### config.mk
export PLATFORM = sky130hd
export DESIGN_NAME = calc_entrada_bcd
export DESIGN_NICKNAME = d
export VERILOG_FILES = /design/src/rtl/calc_entrada_bcd.sv
export SDC_FILE = /design/constraint.sdc
export NUM_CORES = 1
export LEC_CHECK = 0
export BUFFER_PORTS_ARGS = -buffer_cell sky130_fd_sc_hd__buf_2
export CAP_MARGIN = 20
export CORE_UTILIZATION = 30
export DETAILED_ROUTE_END_ITERATION = 10
export HOLD_SLACK_MARGIN = 0.05
export SETUP_SLACK_MARGIN = 0.15
export SLEW_MARGIN = 20
export SYNTH_ARGS = -nofsm -noshare
export SYNTH_HDL_FRONTEND = slang
export SYNTH_SLANG_ARGS = --single-unit
### constraint.sdc
create_clock -name clk -period 2.42 [get_ports clk]
set_clock_uncertainty 0.15 [all_clocks]
set_input_delay 0 -clock clk [delete_from_list [all_inputs] [get_ports clk]]
set_output_delay 0 -clock clk [all_outputs]
set_load 0.01 [all_outputs]
### src/rtl/calc_entrada_bcd.sv
// calc_entrada_bcd: keypad operand/operation sequencer feeding the BCD add/subtract unit
module calc_entrada_bcd #(
   parameter int N_DIGITS = 4
) (
   input  logic                  clk,
   input  logic                  reset,
   input  logic                  key_valid,
   input  logic [3:0]            key_code,
   input  logic [4*N_DIGITS-1:0] resultado,
   input  logic                  operacion_valida,
   output logic [4*N_DIGITS-1:0] numero_1,
   output logic [4*N_DIGITS-1:0] numero_2,
   output logic [1:0]            suma_resta,
   output logic                  igual_en,
   output logic [4*N_DIGITS-1:0] display,
   output logic                  error,
   output logic                  busy
);
   localparam int W  = 4*N_DIGITS;
   localparam int CW = $clog2(N_DIGITS+1);
   typedef enum logic [2:0] {ENTER_A, ENTER_B, ISSUE, WAIT, DONE} state_t;
   state_t        state;
   logic [CW-1:0] cnt;
   logic [W-1:0]  capturado;
   logic          is_digit, is_op, is_eq, is_clr, room;
   logic [1:0]    op_code;
   logic [W-1:0]  n1_sh, n2_sh;
   assign is_digit = key_valid && key_code <= 4'd9;
   assign is_op    = key_valid && (key_code == 4'd10 || key_code == 4'd11);
   assign is_eq    = key_valid && key_code == 4'd12;
   assign is_clr   = key_valid && key_code == 4'd13;
   assign room     = cnt < CW'(N_DIGITS);
   assign op_code  = {1'b1, key_code[0]};
   assign n1_sh    = {numero_1[W-5:0], key_code};
   assign n2_sh    = {numero_2[W-5:0], key_code};
   // sequencer: operand entry, compute strobe, result capture; display tracks the active value
   always_ff @(posedge clk or negedge reset) begin
      if (!reset) begin
         state      <= ENTER_A;
         cnt        <= '0;
         capturado  <= '0;
         numero_1   <= '0;
         numero_2   <= '0;
         suma_resta <= 2'b00;
         igual_en   <= 1'b0;
         display    <= '0;
         error      <= 1'b0;
         busy       <= 1'b0;
      end else if (is_clr) begin
         state      <= ENTER_A;
         cnt        <= '0;
         capturado  <= '0;
         numero_1   <= '0;
         numero_2   <= '0;
         suma_resta <= 2'b00;
         igual_en   <= 1'b0;
         display    <= '0;
         error      <= 1'b0;
         busy       <= 1'b0;
      end else begin
         igual_en <= 1'b0;
         case (state)
            ENTER_A:
               if (is_digit && room) begin
                  numero_1 <= n1_sh;
                  display  <= n1_sh;
                  cnt      <= cnt + 1'b1;
               end else if (is_op) begin
                  suma_resta <= op_code;
                  numero_2   <= '0;
                  display    <= '0;
                  cnt        <= '0;
                  state      <= ENTER_B;
               end
            ENTER_B:
               if (is_digit && room) begin
                  numero_2 <= n2_sh;
                  display  <= n2_sh;
                  cnt      <= cnt + 1'b1;
               end else if (is_op) begin
                  suma_resta <= op_code;
               end else if (is_eq) begin
                  igual_en <= 1'b1;
                  busy     <= 1'b1;
                  state    <= ISSUE;
               end
            ISSUE: state <= WAIT;
            WAIT: begin
               capturado <= resultado;
               error     <= ~operacion_valida;
               display   <= operacion_valida ? resultado : '1;
               busy      <= 1'b0;
               state     <= DONE;
            end
            DONE:
               if (is_digit) begin
                  numero_1 <= W'(key_code);
                  display  <= W'(key_code);
                  numero_2 <= '0;
                  cnt      <= CW'(1);
                  error    <= 1'b0;
                  state    <= ENTER_A;
               end else if (is_op && !error) begin
                  numero_1   <= capturado;
                  numero_2   <= '0;
                  display    <= '0;
                  suma_resta <= op_code;
                  cnt        <= '0;
                  state      <= ENTER_B;
               end else if (is_eq) begin
                  igual_en <= 1'b1;
                  busy     <= 1'b1;
                  state    <= ISSUE;
               end
            default: state <= ENTER_A;
         endcase
      end
   end
endmodule

# Yosys cells after proc, flatten, opt, wreduce, memory -nomap -nowiden
# Index checks and enable logic that the tools add are counted.
# totals
reg_bits	75
inputBits	24
out_inout_bits	53
elab_cells	119
# op_classes
n_addsub	1
order_cmp	2
eq_ne	22
mux	58
bitwise	1
reduce_logical	25
# ops
op	n
$mux 16	16
$pmux 16 s4	1
$pmux 16 s3	1
$mux 3	14
$ne 3x3->1 const B	11
$pmux 16 s2	1
$eq 4x4->1 const B	4
$pmux 3 s5	1
$reduce_and 5->1	3
$mux 1	14
$reduce_and 4->1	3
$mux 2	5
$pmux 3 s3	1
$reduce_bool 3->1	3
$ne 4x4->1 const B	2
$reduce_bool 4->1	2
$eq 3x2->1 const B	2
$logic_and 1x1->1	6
$reduce_bool 5->1	1
$le 4x4->1 const B	1
$pmux 1 s2	2
$pmux 2 s2	1
$add 3x1->3 const B	1
$eq 3x1->1 const B	1
12 further kinds	12

# Logic depth before layout (Yosys ltp)
# Gate-level depths: netlist of the first run.
# logic_depth
depth_word	8
depth_mapped	8

# Least setup slack after synthesis of the first run
# OpenSTA, ideal clock, no wires.
# synth_timing
kind	register -> register
from	register error
to	register numero_2[11]
setup_time_ps	121
t_arrival_ps	1704
required_ps	2149
slack_ps	445
path_stages_with_launch	7
n_path_buf	1
synth_period_minus_slack_ps	1975
path_cell_list	dfrtp_1 -> a31o_1 -> a2111o_1 -> a21oi_4 -> nor2_2 -> buf_6 -> a22o_1
# synth_between
elab_chain_len	4
# synth_rtl
item	line_no	source
start, declared	16	output logic error,
start signal, assigned	90	error <= ~operacion_valida;
$logic_not 1->1	103	end else if (is_op && !error) begin
$logic_and 1x1->1	103	
$ne 4x4->1 (no source line)	n/a	
$reduce_and 5->1 (no source line)	n/a	
end signal, assigned	77	numero_2 <= n2_sh;
end, declared	12	output logic [4*N_DIGITS-1:0] numero_2,
# Every way passes these cells.
# A chain may end at the register's enable or synchronous reset.

# Worst setup path after layout of the first run
# layout_timing
from	register state[1]
to	register display[15]
# layout_between
elab_chain_len	3
# layout_rtl
item	line_no	source
start, declared	22	state_t state;
start signal, assigned	39	state <= ENTER_A;
start signal, assigned	50	state <= ENTER_A;
start signal, assigned	73	state <= ENTER_B;
$eq 3x3->1 (tied with other cells)	62	case (state)
$ne 4x4->1 (no source line) (tied with other cells)	n/a	
$reduce_and 4->1 (no source line) or $mux 16 (tied branches)	n/a	
end signal, assigned	66	display <= n1_sh;
end signal, assigned	78	display <= n2_sh;
end signal, assigned	91	display <= operacion_valida ? resultado : '1;
end, declared	15	output logic [4*N_DIGITS-1:0] display,
# Several ways; a longest one is shown, not always the timed one.

==> results.py, run 1 <==
metrics = {
    "pwr": {
        "p_leak_nw": 2.34,
        "combPwrFrac_pct": 34.2,
        "p_sw_mw": 2.04,
        "sw_frac_of_total_pct": 36.3,
        "pwr-share-seq_pct": 39.0,
        "vdd_drop_max_uv": 606,
        "intPower_mw": 3.57,
        "pwr-share-clk_pct": 26.9,
        "power.density_nw_per_um2": 1090,
    },
    "sta": {
        "setup_tns_ns": 0,
        "min_period_over_period_pct": 88.7,
        "tightest_slew_ns": 0.981,
        "timing.hold.ws_ns": 0.183,
        "finalHoldViolations": 0,
        "rsz0062_at_grt": "false",
        "setup_viol": 0,
        "slew_headroom_pct": 34.6,
        "setup_slack_ns": 0.273,
        "min_period_ns": 2.15,
        "drv_slew": 0,
        "fmax_mhz": 466,
    },
    "clock_network": {
        "clk_pin_slew_ns": 0.06,
        "cts_tree": "done",
        "cts_made_buffers": 9,
        "clk_latency_ns": 0.35,
        "clock_sinks": 75,
        "htreeDepth": 3,
        "clock-root-buffer": "clkbuf_16",
        "cts_setup_buffers": 0,
        "cts_buffer_depth": 2,
    },
    "synth": {
        "synthAdderAreaFrac_pct": 0.313,
        "ys.flop_type": "dfrtp_1",
        "synth_top_area_cell": "dfrtp_1",
        "syn_nets": 452,
        "muxShareOfSynthArea_pct": 4.50,
        "ys_async_sr_fraction_pct": 100,
        "synth_cells": 427,
        "ys_seq_area_share_pct": 46.9,
        "synth_xor_area_share_pct": 0,
        "synth_top_family_by_area": "compound AO/OA/AOI/OAI gates",
        "ys_ff_latch": 75,
        "syn-cell-area_um2": 4000,
        "ys_types": 57,
        "postSynthAreaPerCell_um2": 9.37,
        "synth_compound_area_share_pct": 26.1,
        "yosysTopAreaCellShare_pct": 46.9,
        "yosys.area_share.simple_pct": 16.8,
        "synth_edf_count": 0,
        "synth.area.top_cells": "dfrtp_1, nand2_1, a21oi_1",
        "yosys_warnings": 0,
    },
    "worst_setup_path": {
        "worstReg2RegStart": "state[1]",
        "start_kind": "register",
        "timing.rr.end": "display[15]",
        "ff2ff_setup_slack_ns": 0.27,
        "path_max_fanout": 20,
        "crit_arrival_ns": 2.27,
        "cp.required_ns": 2.54,
        "worst-setup-path-type": "reg -> reg",
        "rr_worst_depth": 6,
        "crit_path_end_kind": "register",
    },
    "min_path": {
        "hold_path.class": "in -> async",
    },
    "detailed_routing": {
        "ant_nets": 0,
        "drt_iter0_drc": 232,
        "wl_um": 12600,
        "wl_per_cell_um": 18.0,
        "drc_errors": 0,
        "viasPerCell": 5.39,
        "vias": 3765,
        "drt-pass1-iter-count": 7,
    },
    "cells_and_area": {
        "fill_cells": 1321,
        "n_antenna_cell": 0,
        "multi_input_comb_area_um2": 1920,
        "nNetsFinal": 546,
        "seqCellArea_um2": 1880,
        "syn_to_final_growth_pct": 28.5,
        "layout-drive-gt1-share_pct": 26.8,
    },
    "flow_run": {
        "max_cap_viol_count": 0,
    },
    "floorplan": {
        "die_h_um": 118,
        "die_w_um": 118,
        "boundaryPins": 77,
        "die_area_um2": 13800,
        "core_um2": 12800,
        "start_util_pct": 31.2,
        "rows": 41,
    },
    "grt": {
        "antenna_found_initial": 0,
        "grt_max_degree": 76,
        "grt_pass1_vias": 3590,
        "grt_usage_pct": 18.4,
        "overflow": 0,
        "grt_pass1_wl_um": 19800,
    },
    "place": {
        "dp_slack_ns": 0.217,
        "routabilityCongestion": 0.857,
        "hpwl_um": 8680,
        "io_buffers": 76,
    },
    "run_status": {
        "outcome": "completed",
    },
}
critical path, stage by stage (launching register included):
cell and delay, ns:
dfrtp_1 0.56, or2_4 0.35, o31ai_2 0.24, a211oi_2 0.09
buf_4 0.22, a211o_1 0.30, a21oi_1 0.15
flip-flops by register name (all words and copies together), names as in the netlist, 2 cells and up:
signal and flops:
numero_2 16, display 16, suma_resta 2, cnt 3, capturado 16, state 3
numero_1 16
cells by family (layout without fill, tap and decap cells):
logic type / count (synthesis) / count (layout)
compound gates: 155 / 155
fa+ha+maj: 1 / 1
simple gates: 138 / 138
flops: 75 / 75
buf+inv: 42 / 141
mux: 16 / 16
cell usage in the layout (no fill, tap or decap), types with 7 or more instances in the layout:
cell type,instances
mux2_1,7
a22o_1,16
nor2_1,13
o21ai_0,26
nand2_1,81
dlygate4sd3_1,23
buf_2,75
dfrtp_1,75
a21oi_1,56
mux2_2,9
buf_4,19
clkbuf_16,9
o2bb2ai_1,12
nand3_1,13
a211o_1,12
per-stage QoR:
stage | power, mW | util [%] | cell area (µm²) | std cells
6_report | 5.62 | 40.1 | 5140 | 698
5_1_grt | 5.95 | 40.1 | 5140 | 698
4_1_cts | 5.65 | 40.0 | 5130 | 698
3_5_place_dp | 4.09 | 35.6 | 4570 | 659
3_3_place_gp | 4.05 | 35.6 | 4570 | 659
2_1_floorplan | 3.28 | - | 4000 | 427
worst max-delay path by stage:
stage,cells after the start,to,slack (ns),startpoint
finish,6,display[15],0.27,state[1]
global route,5,display[4],0.16,state[0]
CTS,5,busy,0.20,state[1]
detailed placement,5,busy,0.22,state[1]
global placement,5,state[1],0.22,state[1]
floorplan,6,numero_2[11],0.45,error
power by group through the flow:
stage	Sequential, mW	Clock [mW]	Combinational (mW)
2_1_floorplan	2.19	0	1.09
3_3_place_gp	2.18	0	1.86
3_5_place_dp	2.20	0	1.89
4_1_cts	2.19	1.54	1.93
5_1_grt	2.25	1.58	2.11
6_report	2.19	1.51	1.92
synth_stat cells (2+ instances only):
| library cell | count |
|---|---|
| a211o_1 | 12 |
| a211oi_2 | 3 |
| a21o_1 | 2 |
| a21oi_1 | 56 |
| a22o_1 | 16 |
| a311oi_1 | 2 |
| a31oi_1 | 3 |
| buf_1 | 2 |
| buf_2 | 15 |
| buf_4 | 4 |
| buf_6 | 3 |
| clkbuf_1 | 10 |
| dfrtp_1 | 75 |
| inv_1 | 6 |
| mux2_1 | 7 |
| mux2_2 | 9 |
| nand2_1 | 81 |
| nand2b_1 | 4 |
| nand3_1 | 13 |
| nand3b_1 | 3 |
| nand4b_1 | 2 |
| nor2_1 | 13 |
| nor2_2 | 3 |
| nor2b_1 | 4 |
| nor3_1 | 3 |
| o21a_1 | 2 |
| o21ai_0 | 26 |
| o21ai_2 | 3 |
| o22ai_1 | 5 |
| o2bb2ai_1 | 12 |
| o41ai_1 | 2 |
cell type report:
type                    instances  area share [%]
multi-input cells             310            37.3
flip-flops and latches         75            36.5
repair buffers                118            14.9
clock buffers                  11            4.91
well taps                     172            4.18
clock inverters                 5            1.63
inverters                       7           0.511
metal layers:
layer	GRT usage, %	up-vias	part of all wire, %
li1	-	1723	-
met1	25.9	1876	47
met2	27.7	149	45
met3	4.22	17	6.4
met4	6.33	0	1.8
met5	0	-	0
repair_timing:
action	4_1_cts	5_1_grt
hold endpoints to repair	117	0
hold buffers	23	0
endpoints found under the setup margin	0	3
resized for setup	0	2
(Power assumes the default switching activity.)
==> run 2, diff against run 1 <==
--- a/config.mk
+++ b/config.mk
@@ -5,11 +5,13 @@
 export SDC_FILE = /design/constraint.sdc
 export NUM_CORES = 1
 export LEC_CHECK = 0
-export BUFFER_PORTS_ARGS = -buffer_cell sky130_fd_sc_hd__buf_2
+export ABC_AREA = 1
 export CAP_MARGIN = 20
 export CORE_UTILIZATION = 30
 export DETAILED_ROUTE_END_ITERATION = 10
+export DONT_BUFFER_PORTS = 1
 export HOLD_SLACK_MARGIN = 0.05
+export PLACE_DENSITY = 0.43
 export SETUP_SLACK_MARGIN = 0.15
 export SLEW_MARGIN = 20
 export SYNTH_ARGS = -nofsm -noshare
==> run 2 against run 1 <==
Clock power rose by 4%. Sequential cell count did not move. Power rose by 29%. Core utilization fell by 2.3 points. Clock-buffer cell count did not move. Fmax fell by 1.6%. Setup slack got worse by 0.035 ns. Critical path depth rose by 1. Area after synthesis rose by 2.5%. Critical path type unchanged.
==> results.py, run 2 <==
metrics = {
    "cells_and_area": {
        "fin_util_pct": 37.8,
        "final_cell_mix": "nand2_1, dfrtp_1, nand3_1",
        "fill_cells": 1392,
        "n_antenna_cell": 0,
        "mostFrequentLayoutCell": "nand2_1",
        "syn_to_final_growth_pct": 22.6,
        "nNetsFinal": 630,
        "layout-drive-gt1-share_pct": 8.03,
    },
    "sta": {
        "min_period_over_period_pct": 90.1,
        "drv_slew": 0,
        "rsz0062_at_grt": "true",
        "min_period_ns": 2.18,
        "setup_viol": 0,
        "tightest_slew_ns": 0.419,
        "slew_headroom_pct": 71.9,
        "finalHoldViolations": 0,
        "fmax_mhz": 458,
        "setup_tns_ns": 0,
        "setup_slack_ns": 0.239,
    },
    "synth": {
        "synth_edf_count": 0,
        "syn_nets": 596,
        "synth_top_area_cell": "dfrtp_1",
        "ys_types": 26,
        "ys_ff_latch": 75,
        "yosys_warnings": 0,
        "yosys-top-cells-count": "nand2_1, dfrtp_1, nand3_1",
        "ys.flop_type": "dfrtp_1",
        "postSynthAreaPerCell_um2": 7.19,
        "syn-cell-area_um2": 4100,
        "yosysTopAreaCellShare_pct": 45.7,
        "ys_seq_area_share_pct": 45.7,
        "synth.area.top_cells": "dfrtp_1, nand2_1, nand3_1",
        "synth.most_common_cell": "nand2_1",
        "ys_async_sr_fraction_pct": 100,
        "synth_cells": 571,
    },
    "floorplan": {
        "die_h_um": 119,
        "rows": 42,
        "die_area_um2": 14200,
        "start_util_pct": 30.9,
        "boundaryPins": 77,
        "core_um2": 13300,
        "die_w_um": 119,
    },
    "pwr": {
        "vdd_drop_max_uv": 419,
        "power.density_nw_per_um2": 1440,
        "p_leak_nw": 2.51,
    },
    "grt": {
        "grt_usage_pct": 20.2,
        "grt_max_degree": 76,
        "grt_pass1_wl_um": 21700,
        "grt_pass1_vias": 3856,
        "antenna_found_initial": 0,
        "overflow": 0,
    },
    "clock_network": {
        "htreeDepth": 3,
        "cts_tree": "done",
        "clk_latency_ns": 0.34,
        "clock_sinks": 75,
        "cts_buffer_depth": 2,
        "cts_made_buffers": 9,
        "clock-root-buffer": "clkbuf_16",
        "clk_pin_slew_ns": 0.06,
    },
    "detailed_routing": {
        "vias": 3884,
        "viasPerCell": 4.94,
        "drc_errors": 0,
        "wl_per_cell_um": 17.4,
        "drt-pass1-iter-count": 4,
        "drt_iter0_drc": 323,
        "ant_nets": 0,
        "wl_um": 13700,
    },
    "worst_setup_path": {
        "cp.required_ns": 2.54,
        "path_max_fanout": 32,
        "ff2ff_setup_slack_ns": 0.24,
        "crit_path_end_kind": "register",
        "rr_worst_depth": 7,
        "crit_arrival_ns": 2.30,
        "start_kind": "register",
        "worst-setup-path-type": "reg -> reg",
    },
    "run_status": {
        "outcome": "completed",
    },
    "place": {
        "dp_slack_ns": 0.264,
        "hpwl_um": 9600,
        "io_buffers": 0,
        "routabilityCongestion": 0.903,
    },
    "min_path": {
        "hold_path.class": "in -> async",
    },
    "flow_run": {
        "max_cap_viol_count": 0,
    },
}
## run 2: cell count changes after synthesis, moves of 5 or more
cell,previous run,this run
nand2_1,81,198
nand3_1,13,54
nor2_1,13,46
inv_1,6,36
o21ai_1,1,22
a22o_1,16,0
a211o_1,12,0
o21ai_0,26,38
o2bb2ai_1,12,0
a21oi_1,56,47
mux2_2,9,0
mux2_1,7,0
nand2_2,0,5
o22ai_1,5,0
## run 2: final timing paths
kind                           start      endpoint
setup reg to reg            state[2]  capturado[4]
hold reg to reg               cnt[1]        cnt[1]
min in group clk           key_valid    display[0]
setup / recovery            state[2]  capturado[4]
hold / removal                 reset   numero_1[8]
max in group asynchronous      reset   numero_2[3]
## run 2: routing by layer
metal	up-vias	global-route usage [%]	routed length, µm
met4	0	7.83	315
met2	101	34.2	6740
met5	-	0	0
li1	1910	-	-
met1	1852	24.9	5980
met3	21	4.55	665
## run 2: critical path, cell delays in order, from the launching register on
cell and delay [ns]:
dfrtp_1 0.43, inv_1 0.18, nand3_1 0.18, inv_1 0.13, buf_6 0.23, nand2_1 0.09, a21oi_1 0.13, dlygate4sd3_1 0.57
## run 2: layout make-up
class	instances	area, µm²	share of cell area [%]
clock buffer	11	243	4.82
clock inverter	5	100	1.99
inverter	38	143	2.84
multi-input combinational	428	1920	38.1
sequential	75	1880	37.3
tap	176	220	4.38
timing repair buffer	53	533	10.6
## run 2: where the power goes
part	switching, mW	internal (mW)	total, mW
logic	1.99	1.24	3.23
registers	0.677	1.78	2.46
clock network	0.534	1.03	1.57
## run 2: logic make-up (layout without fill, tap and decap cells)
kind of cell / Yosys count / in the layout / share of synthesized area [%]
AOI/OAI and AO/OA: 109 / 109 / 13.4
xor gates and xnor gates: 1 / 1 / 0.213
adders and majority gates: 1 / 1 / 0.305
buffers and inverters: 68 / 107 / 7.65
DFF: 75 / 75 / 45.7
and+or+nand+nor: 317 / 317 / 32.7
## run 2: what timing repair did
| action | CTS | global route |
|---|---|---|
| hold buffers | 39 | 0 |
| setup buffers | 0 | 2 |
| endpoints found under the hold margin | 124 | 0 |
| endpoints found under the setup margin | 0 | 37 |
| gates resized for setup | 0 | 3 |
## run 2: per-stage QoR
step	instance area [µm²]	hold slack [ns]	total power, mW	cells
6_report	5030	0.0597	7.26	786
5_1_grt	5030	0.0980	7.92	786
4_1_cts	5010	0.0651	7.30	784
3_5_place_dp	4260	-0.443	5.43	729
3_3_place_gp	4260	-0.443	5.44	729
2_1_floorplan	4100	-0.446	4.66	571
